**src/rtl/serial_accumulator.sv**
```systemverilog
// Bit-serial two's-complement adder with a recirculating accumulator tank.
// One digit per clk, LSB first; the sum re-enters the tank tail and returns one word later.
module serial_accumulator #(
  parameter int WORD_LEN = 72,
  parameter int CNT_W    = 7
) (
  input  logic                clk,
  input  logic                rst,
  input  logic                adder_b,
  input  logic                d0,
  input  logic                add_en,
  input  logic                clr_acc,
  output logic                acc_out,
  output logic [WORD_LEN-1:0] acc_word,
  output logic                acc_sign,
  output logic                ovf,
  output logic                sync_err
);

  localparam logic [CNT_W-1:0] LAST = CNT_W'(WORD_LEN - 1);

  logic [WORD_LEN-1:0] tank;
  logic                carry;
  logic [CNT_W-1:0]    cnt;
  logic                add_q, clr_q;

  logic [CNT_W-1:0]    cnt_eff, cnt_next;
  logic                add, clr, a, b, cin, sum, cout, last;

  assign acc_out = tank[0];

  // NOTE: every always_comb output gets a default first so no path can infer a latch.
  always_comb begin
    cnt_eff  = cnt;
    cnt_next = '0;
    add      = add_q;
    clr      = clr_q;
    a        = 1'b0;
    b        = 1'b0;
    cin      = 1'b0;
    sum      = 1'b0;
    cout     = 1'b0;
    last     = 1'b0;

    // d0 marks digit 0 and supplies this word's flags directly from the ports.
    if (d0) begin
      cnt_eff = '0;
      add     = add_en;
      clr     = clr_acc;
    end
    last     = (cnt_eff == LAST);
    cnt_next = last ? '0 : cnt_eff + 1'b1;

    a    = clr ? 1'b0 : acc_out;
    b    = add ? adder_b : 1'b0;
    cin  = (cnt_eff == '0) ? 1'b0 : carry;
    sum  = a ^ b ^ cin;
    cout = (a & b) | (a & cin) | (b & cin);
  end

  // NOTE: sequential state uses non-blocking assignments so every flop samples pre-edge values.
  always_ff @(posedge clk or posedge rst) begin
    if (rst) begin
      tank     <= '0;
      carry    <= 1'b0;
      cnt      <= '0;
      add_q    <= 1'b0;
      clr_q    <= 1'b0;
      acc_word <= '0;
      acc_sign <= 1'b0;
      ovf      <= 1'b0;
      sync_err <= 1'b0;
    end else begin
      tank  <= {sum, tank[WORD_LEN-1:1]};
      carry <= cout;
      cnt   <= cnt_next;

      if (d0) begin
        add_q <= add_en;
        clr_q <= clr_acc;
        // A registered count of zero means the previous interval was the last digit.
        if (cnt != '0) sync_err <= 1'b1;
        if (clr_acc)   ovf      <= 1'b0;
      end

      if (last) begin
        acc_word <= {sum, tank[WORD_LEN-1:1]};
        acc_sign <= sum;
        if (cin != cout) ovf <= 1'b1;
      end
    end
  end

endmodule
```
**config.mk**
```make
export PLATFORM = sky130hd
export DESIGN_NAME = serial_accumulator
export DESIGN_NICKNAME = d
export VERILOG_FILES = /design/src/rtl/serial_accumulator.sv
export SDC_FILE = /design/constraint.sdc
export NUM_CORES = 1
export LEC_CHECK = 0
export ABC_AREA = 1
export CAP_MARGIN = 10
export CORE_UTILIZATION = 47
export DETAILED_ROUTE_END_ITERATION = 10
export PLACE_DENSITY = 0.73
export REMOVE_ABC_BUFFERS = 1
export SETUP_SLACK_MARGIN = 0.02
export SLEW_MARGIN = 20
export SYNTH_ARGS = -nofsm -noshare
export SYNTH_HDL_FRONTEND = slang
export SYNTH_SLANG_ARGS = --single-unit
```
**constraint.sdc**
```tcl
create_clock -name clk -period 4.75 [get_ports clk]
set_input_delay 0.7125 -clock clk [delete_from_list [all_inputs] [get_ports clk]]
set_output_delay 0.7125 -clock clk [all_outputs]
set_load 0.01 [all_outputs]
```
==> impl_results.md <==
* Outcome: finished clean
* Worst vdd ir at roughly 0.00021 V
* Initial antenna violation count at 0
* Final HPWL from detailed placement at 5510 µm
* Tcrit/Tclk final at 60.6%
* Clock tree buffer depth at 2
* Slowest stage delay, CP at 720 ps
* First-pass GRT wire length at 16400 µm
* Mapped Area at approximately 5200 µm²
* Seq/Total Area, Yosys at 74.8%
* Overall power consumption at 2.76 mW
* Post-DP Area at between 6000 and 7000 µm²
* CTS resizes at 0
* CP top delay family: buffers and inverters
* Fin nets at 551
* Worst reg2reg path endpoint: ovf$_DFF_PP0_
* Via count at roughly 3200
* Routed WL at 9480 µm
* CP endpoint kind: register
* Worst hold path type: reg2reg
* Ys Warns at 0
* Initial Util at 48.1%
* Layout cells sized above 1 at 7.23%
* Remaining DRCs at 0
* DRT iter0 DRCs at 109
* Final Max Slew Viols at 0
* CP Class: in2reg
* Clk_skew at 6.68 ps
* Largest net degree at the start of global routing at 93
* Leak Pwr at 3.51 nW
* Post-CTS Setup Bufs at 0
* Worst EP arrival at 3280 ps
* RSZ-0062 raised after global routing: no
* R2R cell count at 9
* Clk Latency, worst-skew pair at 510 ps
* TritonCTS clock tree: built
* WHS Endpoint: tank[25]$_DFF_PP0_
* H-tree depth at 4
* Hold path depth at 0
* Placement Rows at 38
* Initial DRT Pass Iterations at 5
* P&R area growth vs syn at 27.9%
* Antenna Nets Post-Route at 0
* Worst R2R Start: cnt[1]$_DFF_PP0_
* I/O Buffers at 81
* CP required at 5150 ps
* Most common cell after layout, fill and taps aside: nand2_1
* Die Ht at 107 µm
* Tightest Pin Transition at around 960 ps
* Post-DR vias/cell at 4.60
* Pwr dens at just over 400 nW/µm²
* Post-route design area at 6670 µm²
* Setup WS pre-CTS at 1320 ps
* CP Cell Sequence: clkdlybuf4s50_1, inv_6, nand2_1, inv_1, ha_1, inv_1, nor2_4, nand2_4, clkinv_2, nand3_1, nand2_1
* CTS Buf Count at 17
* Cells after Synth at 456
* Die Width at 107 µm
* Slew headroom at 36.1%
* Setup_tns at 0 ps
* Syn Area/Cell at 11.4 µm²
* Vias in the first global route at around 3300
* CTS hold repair buffers at 0
* N_diodes at 0
* GR Util All Layers at 18.9%
* Crit start category: input pin
* Flop-to-flop setup slack at 2500 ps
* Die area at about 12000 µm²
* Clk slew on worst S/H paths at 60 ps
* Congestion Overflow GR at 0
* MaxCap Viol Count at 0
* Hold wc startpoint: tank[26]$_DFF_PP0_
* Fin crit period at between 2000 and 3000 ps
* Post-synth cell types at 23
* Post-DR wirelength/cell at about 14 µm
* Clk sinks at 156
* Root buf cell: clkbuf_8
* Final setup violation count at 0
* Final Wtd Congestion at 0.816
* Final setup margin at 1870 ps
* Most frequent cells in the layout: 230 x nand2_1, 156 x dfrtp_1, 81 x clkdlybuf4s50_1
* # IOs at 82
* Worst path slowest cell: clkdlybuf4s50_1
* Synthesized flop and latch total at between 150 and 200
* Placeable core area at 10800 µm²
* Buf/Inv on CP at 5
* Hold Vio Cnt, Final at 0
* Fmax at 0.347 GHz
* CP max FO at roughly 70
* Fin util at 61.6%
-- worst register-to-register path, cell delays in order (launching register included) --
cell	delay, ps
dfrtp_1	380
nand2_1	130
inv_1	70
ha_1	210
inv_1	110
nor2_4	60
nand2_4	70
clkinv_2	700
nand3_1	340
nand2_1	70
-- Yosys cell counts --
| cell type | count | area share (%) |
|---|---|---|
| o21bai_1 | 1 | 0.14 |
| inv_2 | 1 | 0.072 |
| ha_1 | 2 | 0.48 |
| nor3_2 | 2 | 0.38 |
| nand2_2 | 1 | 0.12 |
| xor2_1 | 2 | 0.34 |
| nand2_4 | 1 | 0.22 |
| a21oi_1 | 3 | 0.29 |
| inv_1 | 14 | 1.0 |
| inv_6 | 1 | 0.17 |
| dfrtp_1 | 156 | 75 |
| nand2_1 | 230 | 17 |
| nor3_1 | 1 | 0.096 |
| fa_1 | 1 | 0.38 |
| o21ai_0 | 4 | 0.38 |
| nor2_1 | 10 | 0.72 |
| clkinv_2 | 1 | 0.096 |
| o211ai_1 | 1 | 0.14 |
| buf_6 | 7 | 1.5 |
| nor2_4 | 1 | 0.22 |
| nand3_1 | 6 | 0.58 |
| buf_4 | 8 | 1.2 |
| clkbuf_1 | 2 | 0.14 |
-- worst max-delay path by stage --
stage                                   end  start  slack (ps)  cells past startpoint
CTS                           ovf$_DFF_PP0_     d0        1830                     11
global route                  ovf$_DFF_PP0_     d0        1600                     11
global placement              ovf$_DFF_PP0_     d0        1440                     11
finish                        ovf$_DFF_PP0_     d0        1870                     11
detailed placement            ovf$_DFF_PP0_     d0        1320                     11
floorplan           acc_word[0]$_DFFE_PP0P_    rst        -170                      1
-- layout make-up --
| type | count | area, µm² |
|---|---|---|
| Fill cell | 888 | 4170 |
| Clock inverter | 7 | 113 |
| Timing Repair Buffer | 84 | 833 |
| Sequential cell | 156 | 3900 |
| Clock buffer | 23 | 477 |
| Tap cell | 140 | 175 |
| Inverter | 17 | 75.1 |
| Multi-Input combinational cell | 266 | 1100 |
-- report_power, final --
part           internal (mW)  switching [mW]  leakage (nW)  total, mW
clock network          0.848           0.482         0.290       1.33
registers               1.36          0.0180          2.12       1.38
logic                 0.0111          0.0387          1.10     0.0497
total                   2.22           0.538          3.51       2.76
-- kinds of logic (layout without fill, tap and decap cells) --
logic type / Yosys count / in the layout / share of synthesized area [%]
AO/OA/AOI/OAI: 9 / 9 / 0.959
XOR/XNOR: 2 / 2 / 0.336
adder cells (fa/ha/maj): 3 / 3 / 0.863
buffers and inverters: 34 / 131 / 4.15
flip-flops: 156 / 156 / 74.8
AND/OR/NAND/NOR: 252 / 252 / 18.9
-- registers in the layout (all words and copies together) (netlist names) --
signal	cells
tank	72
carry	1
acc_word	72
sync_err	1
clr_q	1
ovf	1
add_q	1
cnt	7
-- per-layer routing --
layer	share of wire, %	vias to the layer above	wire length (µm)	GRT usage (%)
li1	-	1551	-	-
met4	1.1	0	102	7.05
met1	48	1561	4550	26.6
met5	0	-	0	0
met3	3.9	8	370	5.99
met2	47	70	4460	27.8
-- through the flow --
step | hold slack [ps] | std cells
after global routing | 378 | 693
after global placement | 359 | 663
after floorplan | 354 | 439
final | 372 | 693
after detailed placement | 358 | 663
after CTS | 372 | 693
(Power assumes the default switching activity.)
